**src/rtl/fp_align_shift.sv**
```systemverilog
// fp_align_shift: mantissa alignment stage of the FP adder.
// Takes the exponent subtractor result (|diff| + borrow), picks the operand
// with the larger exponent and right-shifts the other mantissa by |diff|,
// at most STEP bits per cycle, collecting guard/round/sticky on the way.
// Only one operation is in flight; valid/ready handshakes on both sides.
module fp_align_shift #(
  parameter int MANT_W = 24,
  parameter int EXP_W  = 8,
  parameter int STEP   = 4
) (
  input  logic              clk,
  input  logic              rst,
  input  logic              in_valid,
  output logic              in_ready,
  input  logic [EXP_W-1:0]  exp_a,
  input  logic [EXP_W-1:0]  exp_b,
  input  logic [EXP_W-1:0]  diff,
  input  logic              borrow,
  input  logic [MANT_W-1:0] mant_a,
  input  logic [MANT_W-1:0] mant_b,
  output logic              out_valid,
  input  logic              out_ready,
  output logic [EXP_W-1:0]  exp_out,
  output logic [MANT_W-1:0] mant_big,
  output logic [MANT_W+2:0] mant_small,
  output logic              swapped
);

  localparam int W = MANT_W + 3;
  localparam logic [EXP_W-1:0] STEP_E = EXP_W'(STEP);
  localparam logic [EXP_W-1:0] W_E    = EXP_W'(W);

  typedef enum logic [1:0] {
    IDLE  = 2'd0,
    SHIFT = 2'd1,
    DONE  = 2'd2
  } state_t;

  state_t            state_r;
  state_t            state_nxt_s;
  logic [EXP_W-1:0]  rem_r;
  logic [EXP_W-1:0]  amt_s;
  logic [W-1:0]      ext_r;
  logic [W-1:0]      ext_shift_s;
  logic              sticky_s;
  logic              accept_s;
  logic              sat_s;
  logic [MANT_W-1:0] small_s;
  logic [MANT_W-1:0] big_s;

  // The aligned mantissa is the shift register itself.
  assign mant_small = ext_r;

  // Operand routing: borrow means B carries the larger exponent.
  always_comb begin
    if (borrow) begin
      small_s = mant_a;
      big_s   = mant_b;
    end else begin
      small_s = mant_b;
      big_s   = mant_a;
    end
  end

  // Handshake outputs decoded from the state register.
  always_comb begin
    in_ready  = 1'b0;
    out_valid = 1'b0;
    case (state_r)
      IDLE:    in_ready  = ~rst;
      DONE:    out_valid = 1'b1;
      default: begin
        in_ready  = 1'b0;
        out_valid = 1'b0;
      end
    endcase
  end

  // Accept and saturation decode for the capture cycle.
  always_comb begin
    accept_s = in_valid & in_ready;
    sat_s    = (diff >= W_E);
  end

  // One shift step: move right by min(STEP, rem) and fold every bit that
  // falls off (plus the old sticky) into bit 0.
  always_comb begin
    if (rem_r > STEP_E) begin
      amt_s = STEP_E;
    end else begin
      amt_s = rem_r;
    end
    sticky_s = 1'b0;
    for (int i = 0; i < W; i++) begin
      sticky_s = sticky_s | (ext_r[i] & (i <= int'(amt_s)));
    end
    ext_shift_s = ext_r >> amt_s;
    ext_shift_s[0] = sticky_s;
  end

  // State register.
  always_ff @(posedge clk or posedge rst) begin
    if (rst) begin
      state_r <= IDLE;
    end else begin
      state_r <= state_nxt_s;
    end
  end

  // Next-state logic: zero or saturating shifts finish in the capture cycle;
  // the shift step that consumes the last STEP or fewer bits finishes SHIFT.
  always_comb begin
    state_nxt_s = state_r;
    case (state_r)
      IDLE: begin
        if (accept_s) begin
          if ((diff == {EXP_W{1'b0}}) || sat_s) begin
            state_nxt_s = DONE;
          end else begin
            state_nxt_s = SHIFT;
          end
        end else begin
          state_nxt_s = IDLE;
        end
      end
      SHIFT: begin
        if (rem_r <= STEP_E) begin
          state_nxt_s = DONE;
        end else begin
          state_nxt_s = SHIFT;
        end
      end
      DONE: begin
        if (out_ready) begin
          state_nxt_s = IDLE;
        end else begin
          state_nxt_s = DONE;
        end
      end
      default: state_nxt_s = IDLE;
    endcase
  end

  // Datapath registers: capture on accept, shift in SHIFT, hold in DONE.
  always_ff @(posedge clk or posedge rst) begin
    if (rst) begin
      ext_r    <= {W{1'b0}};
      rem_r    <= {EXP_W{1'b0}};
      exp_out  <= {EXP_W{1'b0}};
      mant_big <= {MANT_W{1'b0}};
      swapped  <= 1'b0;
    end else begin
      case (state_r)
        IDLE: begin
          if (accept_s) begin
            exp_out  <= borrow ? exp_b : exp_a;
            mant_big <= big_s;
            swapped  <= borrow;
            rem_r    <= diff;
            if (sat_s) begin
              ext_r <= {{(W-1){1'b0}}, |small_s};
            end else begin
              ext_r <= {small_s, 3'b000};
            end
          end
        end
        SHIFT: begin
          ext_r <= ext_shift_s;
          rem_r <= rem_r - amt_s;
        end
        DONE: begin
          ext_r <= ext_r;
        end
        default: begin
          ext_r <= ext_r;
        end
      endcase
    end
  end

endmodule

```
**config.mk**
```make
export PLATFORM = sky130hd
export DESIGN_NAME = fp_align_shift
export DESIGN_NICKNAME = d
export VERILOG_FILES = /design/src/rtl/fp_align_shift.sv
export SDC_FILE = /design/constraint.sdc
export NUM_CORES = 1
export LEC_CHECK = 0
export BUFFER_PORTS_ARGS = -buffer_cell sky130_fd_sc_hd__buf_4
export CAP_MARGIN = 10
export CORE_MARGIN = 2
export CORE_UTILIZATION = 26
export CTS_CLUSTER_DIAMETER = 150
export DETAILED_ROUTE_END_ITERATION = 8
export PLACE_DENSITY = 0.49
export SYNTH_ARGS = -nofsm -noshare
export SYNTH_HDL_FRONTEND = slang
export SYNTH_SLANG_ARGS = --single-unit
```
**constraint.sdc**
```tcl
create_clock -name clk -period 4.3 [get_ports clk]
set_clock_uncertainty 0.15 [all_clocks]
set_input_delay 0.86 -clock clk [delete_from_list [all_inputs] [get_ports clk]]
set_output_delay 0.86 -clock clk [all_outputs]
set_load 0.02 [all_outputs]
```
==> results of run 1 <==
==> layout by cell type, fill, tap and decap left out, types with 11 or more instances in the layout <==
cell | synthesis | final
sky130_fd_sc_hd__buf_4 | 0 | 146
sky130_fd_sc_hd__dfrtp_1 | 70 | 70
sky130_fd_sc_hd__nand2_1 | 63 | 63
sky130_fd_sc_hd__mux2i_1 | 61 | 61
sky130_fd_sc_hd__o21ai_0 | 46 | 46
sky130_fd_sc_hd__mux2_2 | 27 | 27
sky130_fd_sc_hd__nand3_1 | 25 | 25
sky130_fd_sc_hd__a21oi_1 | 23 | 23
sky130_fd_sc_hd__nor2_1 | 17 | 17
sky130_fd_sc_hd__nor3_1 | 15 | 15
sky130_fd_sc_hd__o221ai_1 | 11 | 11
==> cell type report <==
| class | instances | area [µm²] | area share (%) |
|---|---|---|---|
| multi-input cells | 379 | 2715 | 43.89 |
| flip-flops and latches | 70 | 1752 | 28.32 |
| repair buffers | 146 | 1096 | 17.72 |
| well taps | 225 | 281.5 | 4.551 |
| clock buffers | 9 | 225.2 | 3.641 |
| clock inverters | 7 | 97.59 | 1.578 |
| inverters | 5 | 18.77 | 0.3034 |
==> power breakdown <==
group | switching, µW | internal (µW)
logic | 1210 | 976
registers | 439 | 977
clock network | 303 | 510
total | 1950 | 2460
==> cells by family after synthesis <==
kind of cell    Yosys count
simple gates            146
mux                      95
fa+ha+maj                 1
buf+inv                  46
compound gates          136
flops                    70
other cells               1
==> layer usage <==
| metal | GRT usage (%) | up-vias | routed length, µm |
|---|---|---|---|
| li1 | - | 2112 | - |
| met1 | 23.61 | 2214 | 7399 |
| met2 | 25.84 | 167 | 7418 |
| met3 | 4.194 | 12 | 1288 |
| met4 | 4.649 | 0 | 166 |
| met5 | 0 | - | 0 |
==> stage by stage <==
step	area [µm²]	worst slack, ns
final	6186	1.476
after global routing	6186	1.336
after CTS	6186	1.496
after detailed placement	5863	1.297
after global placement	5863	1.343
after floorplan	4648	1.522
==> flip-flops by register name, indices dropped and copies added (netlist names) <==
name        flops
mant_small     27
mant_big       24
exp_out         8
rem_r           8
state_r         2
swapped         1
==> how the worst min path moves through the flow <==
stage	slack, ns	cells after the start	from	end
2_1_floorplan	0.34	2	rem_r[7]$_DFFE_PP0P_	rem_r[7]$_DFFE_PP0P_
3_3_place_gp	0.32	2	mant_big[0]$_DFFE_PP0P_	mant_big[0]$_DFFE_PP0P_
3_5_place_dp	0.32	2	mant_big[12]$_DFFE_PP0P_	mant_big[12]$_DFFE_PP0P_
4_1_cts	0.33	2	mant_big[12]$_DFFE_PP0P_	mant_big[12]$_DFFE_PP0P_
5_1_grt	0.36	2	exp_out[4]$_DFFE_PP0P_	exp_out[4]$_DFFE_PP0P_
6_report	0.33	2	mant_big[12]$_DFFE_PP0P_	mant_big[12]$_DFFE_PP0P_
==> worst min-delay path, cell delays in order (launching register included) <==
cell and delay, ns:
sky130_fd_sc_hd__dfrtp_1 0.34, sky130_fd_sc_hd__nand2_1 0.05, sky130_fd_sc_hd__o21ai_0 0.06
==> results.md, run 1 <==
* Status: finished, final reports clean
* Area delta synth->final at 33.08%
* WP buf/inv at 1
* Insertion delay of the later-clocked pin in the worst-skew pair at 0.34 ns
* First-pass DRT Iterations at 4
* R2r setup slk at 1.48 ns
* Synthesized-area fraction occupied by ao, oa, aoi and oai cells at ~20%
* Die height at 137.7 µm
* Number of CTS-inserted buffers at 9
* Root Buffer: sky130_fd_sc_hd__clkbuf_16
* Antenna violations before repair at 0
* Post-synth EDFFs at 0
* Synthesized-area fraction occupied by and/or/nand/nor cells at 14.91%
* Period utilisation layout at between 60% and 70%
* Flop and latch count out of synthesis at 70
* Launch point of the critical path: rem_r[4]$_DFFE_PP0P_
* Dominant delay contributor by cell family on the critical path: simple AND/OR/NAND/NOR gates
* Cell with the biggest individual delay on the critical path: sky130_fd_sc_hd__or4_4
* Net count after synthesis at 573
* Count of nets after finishing at 689
* Vias in the first global route at 4,248
* DRC violations left at 0
* Count of unique library cells instantiated by Yosys at 57
* Total Power at 4415 µW
* Req. time, crit path at approximately 4.4 ns
* Final hold slack at 0.3309 ns
* Effective utilization at floorplan at 26.69%
* Largest stage delay on the critical path at about 0.61 ns
* Fraction of synthesis flops using an asynchronous set or reset pin at 100.0%
* Count of clock tree sinks at 70
* Path type of the worst setup path: reg2reg
* Cell type with the largest total area after synthesis: sky130_fd_sc_hd__dfrtp_1
* I/O pin count at ~140
* Post-detailed-route count of antenna-violating nets at 0
* Vias at 4,505
* Slew Viols, Final at 0
* Setup Fix Bufs, Post-CTS at 0
* CP cell instances: or4_4 > nor3_4 > buf_4 > nand2b_1 > o221ai_1 > a21oi_1
* Post-Syn Instances at a little under 500
* Sequential cell area fraction in the yosys report at ~38%
* Ys Warns at 0
* Clock tree from TritonCTS: yes
* Initial drt markers at 298
* Htree depth at 3
* Final Hold Viols at 0
* Reg2reg start: rem_r[4]$_DFFE_PP0P_
* XOR/XNOR Fraction of Synth Area at 0%
* Synth top area share at 37.69%
* Synth area leaders: sky130_fd_sc_hd__dfrtp_1 38%, sky130_fd_sc_hd__mux2i_1 13%, sky130_fd_sc_hd__mux2_2 6.5%, sky130_fd_sc_hd__nand2_1 5.1%, sky130_fd_sc_hd__o21ai_0 5.0%
* P per Cell Area at around 710 mW/mm²
* Cts repair resizes at 0
* Worst reg2reg path endpoint: mant_small[17]$_DFFE_PP0P_
* Total Die Area at 0.01896 mm²
* Netlist Area Pre-Place at about 0.0046 mm²
* Number of setup violations in the final report at 0
* Reg2Reg Depth at 6
* Width of the die at 137.7 µm
* Total number of cells along the worst setup path at 6
* Routed wirelength normalized by instance count at 19.35 µm
* Avg Inst Size Synth at around 9.4 µm²
* Filler Cell Count at 1,796
* Maximum count of clock buffers along a single path at 2
* Maximum fanout count along the critical path at 37
* Global route total overflow at 0
* Ys flop type: sky130_fd_sc_hd__dfrtp_1
* Transition time at the pin with the least slew margin at 0.8340 ns
* Detailed placer's ending HPWL at roughly 12,000 µm
* Largest family of logic cells by synthesized area: multiplexers
* Startpoint type of the worst setup path: flip-flop
* Antenna diode instance count at 0
* Top-count cell post-synth: sky130_fd_sc_hd__dfrtp_1
* Final Routed Wirelength at 16,270 µm
* Hold-fix buffers, CTS at 0
* Per-cell via count in the routed design at 5.357
* Routability-driven placement congestion ratio at 0.8219
* Peak supply drop at 262.4 µV
* Proportion of synthesized area in mux cells at between 20% and 30%
* Maxcap violations at 0
* Count of buffers inserted at the top-level ports at between 100 and 150
* Final worst path period need at 2.824 ns
* Kind of end point of the critical path: flip-flop
* Path category of the worst min-delay check: reg2reg
* Static leakage at 0.002758 µW
* Core Box Area at between 0.015 and 0.02 mm²
* Fraction of final layout cells with drive strength greater than 1 at 33.60%
* Util after Layout at about 36%
* Setup_tns at 0 ns
* Max transition margin at 44.40%
* Unrepaired setup endpoints after global routing: false
* Pin count of the biggest net entering global routing at 56
* Post-CTS clock slew at the launch and capture registers of the worst setup and hold paths at 0.06 ns
* Worst setup path end: mant_small[17]$_DFFE_PP0P_
* Commonest cells in the netlist: 70 x sky130_fd_sc_hd__dfrtp_1, 63 x sky130_fd_sc_hd__nand2_1, 61 x sky130_fd_sc_hd__mux2i_1, 46 x sky130_fd_sc_hd__o21ai_0, 27 x sky130_fd_sc_hd__mux2_2
* Count of non-filler cells in the finished layout at approximately 840
* Global-route wire length before repair at 24,370 µm
* Adder and majority gate portion of the synthesized area at 0.2692%
* Arr. time, crit path at 2.87 ns
* Number of rows created at floorplan at 48
* Maximum frequency from static timing analysis at 0.3541 GHz
* Overall Global Routing Usage at 16.87%
* Cells after DPL at 825
No activity file was read; power rests on OpenSTA's default activity.
==> run 2, diff against run 1 <==
--- a/config.mk
+++ b/config.mk
@@ -5,6 +5,7 @@
 export SDC_FILE = /design/constraint.sdc
 export NUM_CORES = 1
 export LEC_CHECK = 0
+export ABC_AREA = 1
 export BUFFER_PORTS_ARGS = -buffer_cell sky130_fd_sc_hd__buf_4
 export CAP_MARGIN = 10
 export CORE_MARGIN = 2
==> constraint.sdc (replaced) <==
create_clock -name clk -period 2.9 [get_ports clk]
set_clock_uncertainty 0.15 [all_clocks]
set_input_delay 0.58 -clock clk [delete_from_list [all_inputs] [get_ports clk]]
set_output_delay 0.58 -clock clk [all_outputs]
set_load 0.02 [all_outputs]
==> run 2 against run 1 <==
  * Via count is 14% higher
  * Final area is 1.9% higher
  * Flip-flop and latch count stayed put
  * Non-clock buffer count is 9 higher
  * Cell count is 29% higher
  * Worst setup slack worse by 0.74 ns
  * Sequential share of layout area is 0.53 points lower
  * Largest cell class unchanged
==> results.md, run 2 <==
* Commonest cells in the netlist: 237 x sky130_fd_sc_hd__nand2_1, 99 x sky130_fd_sc_hd__nand3_1, 70 x sky130_fd_sc_hd__dfrtp_1, 65 x sky130_fd_sc_hd__inv_1, 65 x sky130_fd_sc_hd__nor2_1 (was 70 x sky130_fd_sc_hd__dfrtp_1, 63 x sky130_fd_sc_hd__nand2_1, 61 x sky130_fd_sc_hd__mux2i_1, 46 x sky130_fd_sc_hd__o21ai_0, 27 x sky130_fd_sc_hd__mux2_2)
* Pin count of the biggest net entering global routing at 76 (was 56)
* Period utilisation layout at 74.61% (was 65.67%)
* Most crowded layer after global routing: met2 (unchanged)
* Count of unique library cells instantiated by Yosys at 34 (was 57)
* Maximum fanout count along the critical path at 32 (was 37)
* Clock tree from TritonCTS: yes (unchanged)
* Area delta synth->final at 33.20% (was 33.08%)
* Flop and latch count out of synthesis at 70 (unchanged)
* Number of rows created at floorplan at 49 (was 48)
* Detailed placer's ending HPWL at 12,280 µm (was 11,800 µm)
* Arr. time, crit path at 2.25 ns (was 2.87 ns)
* Maxcap violations at 0 (unchanged)
* Antenna violations before repair at 0 (unchanged)
* Filler Cell Count at 1,988 (was 1,796)
* Synth top area share at 37.01% (was 37.69%)
* Per-cell via count in the routed design at 4.721 (was 5.357)
* Core Box Area at 0.01790 mm² (was 0.01742 mm²)
* Met2 capacity usage during global routing at 26.83% (was 25.84%)
* Final worst path period need at 2.164 ns (was 2.824 ns)
* Transition time at the pin with the least slew margin at 0.6286 ns (was 0.8340 ns)
* Status: finished, final reports clean (unchanged)
* Post-Syn Instances at 728 (was 495)
* P per Cell Area at 831.9 mW/mm² (was 713.8 mW/mm²)
* Most frequent cells in the layout: 236 x sky130_fd_sc_hd__nand2_1, 153 x sky130_fd_sc_hd__buf_4, 99 x sky130_fd_sc_hd__nand3_1 (was 146 x sky130_fd_sc_hd__buf_4, 70 x sky130_fd_sc_hd__dfrtp_1, 63 x sky130_fd_sc_hd__nand2_1)
* Width of the die at 138.9 µm (was 137.7 µm)
* Global route total overflow at 0 (unchanged)
* Total Power at 5245 µW (was 4415 µW)
* Count of buffers inserted at the top-level ports at 138 (unchanged)
* Effective utilization at floorplan at 26.44% (was 26.69%)
* Final Hold Viols at 0 (unchanged)
* Pre-CTS WS at 0.6263 ns (was 1.297 ns)
* Post-CTS clock slew at the launch and capture registers of the worst setup and hold paths at 0.06 ns (about the same)
* Max transition margin at 57.65% (was 44.40%)
* Die height at 138.9 µm (was 137.7 µm)
* Fraction of final layout cells with drive strength greater than 1 at 21.50% (was 33.60%)
* Post-synth EDFFs at 0 (unchanged)
* Routed wirelength normalized by instance count at 15.19 µm (was 19.35 µm)
* Vias at 5,122 (was 4,505)
* Maximum frequency from static timing analysis at 0.4622 GHz (was 0.3541 GHz)
* Most common library cell in the layout ignoring fill and taps: sky130_fd_sc_hd__nand2_1 (was sky130_fd_sc_hd__buf_4)
* Peak supply drop at 273.5 µV (was 262.4 µV)
* Static leakage at 0.003144 µW (was 0.002758 µW)
* First-pass DRT Iterations at 5 (was 4)
* Total Die Area at 0.01930 mm² (was 0.01896 mm²)
* Avg Inst Size Synth at 6.502 µm² (was 9.390 µm²)
* Path type of the worst setup path: reg2reg (unchanged)
* Htree depth at 3 (unchanged)
* Antenna diode instance count at 0 (unchanged)
* Kind of end point of the critical path: flip-flop (unchanged)
* Maximum count of clock buffers along a single path at 2 (unchanged)
* Slew Viols, Final at 0 (unchanged)
* Post-detailed-placement cell area at 0.005988 mm² (was 0.005863 mm²)
* Vias in the first global route at 5,073 (was 4,248)
* Count of clock tree sinks at 70 (unchanged)
* Path category of the worst min-delay check: in2async (was reg2reg)
* Insertion delay of the later-clocked pin in the worst-skew pair at 0.34 ns (about the same)
* Setup Fix Bufs, Post-CTS at 0 (unchanged)
* Count of nets after finishing at 929 (was 689)
* Overall Global Routing Usage at 17.16% (was 16.87%)
* Number of setup violations in the final report at 0 (unchanged)
* Netlist Area Pre-Place at 0.004733 mm² (was 0.004648 mm²)
* Ys Warns at 0 (unchanged)
* Startpoint type of the worst setup path: flip-flop (unchanged)
* Unrepaired setup endpoints after global routing: false (unchanged)
* Top-count cell post-synth: sky130_fd_sc_hd__nand2_1 (was sky130_fd_sc_hd__dfrtp_1)
* Cts repair resizes at 0 (unchanged)
* Cell type with the largest total area after synthesis: sky130_fd_sc_hd__dfrtp_1 (unchanged)
* Flip-flop count of the largest register, all copies and words added at 27 (unchanged)
* Fraction of synthesis flops using an asynchronous set or reset pin at 100.0% (unchanged)
* Global-route wire length before repair at 26,630 µm (was 24,370 µm)
* Final Routed Wirelength at 16,480 µm (was 16,270 µm)
* Routability-driven placement congestion ratio at 0.8100 (was 0.8219)
* Met3 track demand over resource in global routing at 3.557% (was 4.194%)
* Setup_tns at 0 ns (unchanged)
* Initial drt markers at 317 (was 298)
* Net count after synthesis at 806 (was 573)
* Sequential cell area fraction in the yosys report at 37.01% (was 37.69%)
* Final standard cell area without fillers at 0.006305 mm² (was 0.006186 mm²)
* Total area of multi-input combinational cells at 0.002510 mm² (was 0.002715 mm²)
* Hold-fix buffers, CTS at 0 (unchanged)
* Root Buffer: sky130_fd_sc_hd__clkbuf_16 (unchanged)
* I/O pin count at 139 (unchanged)
* GR met1 Demand/Resource at 23.70% (was 23.61%)
* Number of CTS-inserted buffers at 9 (unchanged)
* Post-detailed-route count of antenna-violating nets at 0 (unchanged)
* Synth area leaders: sky130_fd_sc_hd__dfrtp_1 37%, sky130_fd_sc_hd__nand2_1 19%, sky130_fd_sc_hd__nand3_1 10%, sky130_fd_sc_hd__o21ai_0 5.4%, sky130_fd_sc_hd__inv_1 5.2% (was sky130_fd_sc_hd__dfrtp_1 38%, sky130_fd_sc_hd__mux2i_1 13%, sky130_fd_sc_hd__mux2_2 6.5%, sky130_fd_sc_hd__nand2_1 5.1%, sky130_fd_sc_hd__o21ai_0 5.0%)
* Req. time, crit path at 2.99 ns (was 4.35 ns)
* DRC violations left at 0 (unchanged)
* Worst Setup Slack, final at 0.7364 ns (was 1.476 ns)
* Ys flop type: sky130_fd_sc_hd__dfrtp_1 (unchanged)
* Storage cell area at 0.001752 mm² (unchanged)
[run 2: changes by cell type after synthesis, moves of 10 or more]
cell / before / now
sky130_fd_sc_hd__nand3_1: 25 / 99
sky130_fd_sc_hd__o31ai_1: 0 / 12
sky130_fd_sc_hd__nor2_1: 17 / 65
sky130_fd_sc_hd__buf_2: 6 / 22
sky130_fd_sc_hd__nand2_1: 63 / 237
sky130_fd_sc_hd__mux2_2: 27 / 0
sky130_fd_sc_hd__inv_1: 5 / 65
sky130_fd_sc_hd__nor3_1: 15 / 3
sky130_fd_sc_hd__mux2i_1: 61 / 0
sky130_fd_sc_hd__o221ai_1: 11 / 1
sky130_fd_sc_hd__a21oi_1: 23 / 34
sky130_fd_sc_hd__o21a_1: 1 / 18
sky130_fd_sc_hd__clkbuf_1: 25 / 12
[run 2: worst paths after layout]
check,start,slack [ns],endpoint,depth (start not counted)
worst max-delay path,state_r[1]$_DFF_PP0_,0.74,mant_small[23]$_DFFE_PP0P_,12
worst min-delay path,rst,0.15,rem_r[5]$_DFFE_PP0P_,2
worst max register to register,state_r[1]$_DFF_PP0_,0.74,mant_small[23]$_DFFE_PP0P_,12
worst min register to register,exp_out[5]$_DFFE_PP0P_,0.33,exp_out[5]$_DFFE_PP0P_,2
max in group asynchronous,rst,1.70,mant_small[14]$_DFFE_PP0P_,3
min in group clk,out_ready,0.32,state_r[1]$_DFF_PP0_,2
[run 2: cells by family (layout without fill, tap and decap cells)]
kind of cell / after synthesis / after routing / share of synthesized area, %
other: 1 / 1 / 0.07923
and+or+nand+nor: 416 / 416 / 36.58
adders and majority gates: 1 / 1 / 0.2643
DFF: 70 / 70 / 37.01
AOI/OAI and AO/OA: 130 / 130 / 16.05
buffers and inverters: 110 / 238 / 10.02
[run 2: area by class of cell]
class / count / area share, %
multi-input cells: 548 / 39.81
flip-flops and latches: 70 / 27.78
repair buffers: 155 / 18.85
well taps: 229 / 4.545
inverters: 67 / 3.989
clock buffers: 12 / 3.909
clock inverters: 4 / 1.111
[run 2: stage by stage]
stage | utilization (%) | hold slack (ns) | cells
4_1_cts | 35.22 | 0.1625 | 1085
6_report | 35.22 | 0.1539 | 1085
2_1_floorplan | - | 0.3423 | 728
3_3_place_gp | 33.45 | 0.3193 | 1069
5_1_grt | 35.22 | 0.1834 | 1085
3_5_place_dp | 33.45 | 0.3217 | 1069
[run 2: where the power goes]
part	switching, µW	internal (µW)	leakage (µW)
combinational	1370	880	0.00213
clock	437	775	0.000157
sequential	435	1350	0.000858
[run 2: per-layer routing]
layer | vias to the layer above | share of wire [%]
met5 | - | 0
met1 | 2333 | 48
met3 | 13 | 6.2
li1 | 2608 | -
met2 | 168 | 44
met4 | 0 | 1.3
[run 2: worst max-delay path, stage by stage, from the launching register on]
cell and delay [ns]:
sky130_fd_sc_hd__dfrtp_1 0.39, sky130_fd_sc_hd__inv_1 0.10, sky130_fd_sc_hd__nand2_1 0.25, sky130_fd_sc_hd__inv_1 0.18
sky130_fd_sc_hd__buf_4 0.37, sky130_fd_sc_hd__nor2_1 0.09, sky130_fd_sc_hd__buf_4 0.19, sky130_fd_sc_hd__nand2_1 0.07
sky130_fd_sc_hd__nand2_1 0.05, sky130_fd_sc_hd__inv_1 0.06, sky130_fd_sc_hd__nand3_1 0.05, sky130_fd_sc_hd__nand2_1 0.06
sky130_fd_sc_hd__inv_1 0.04
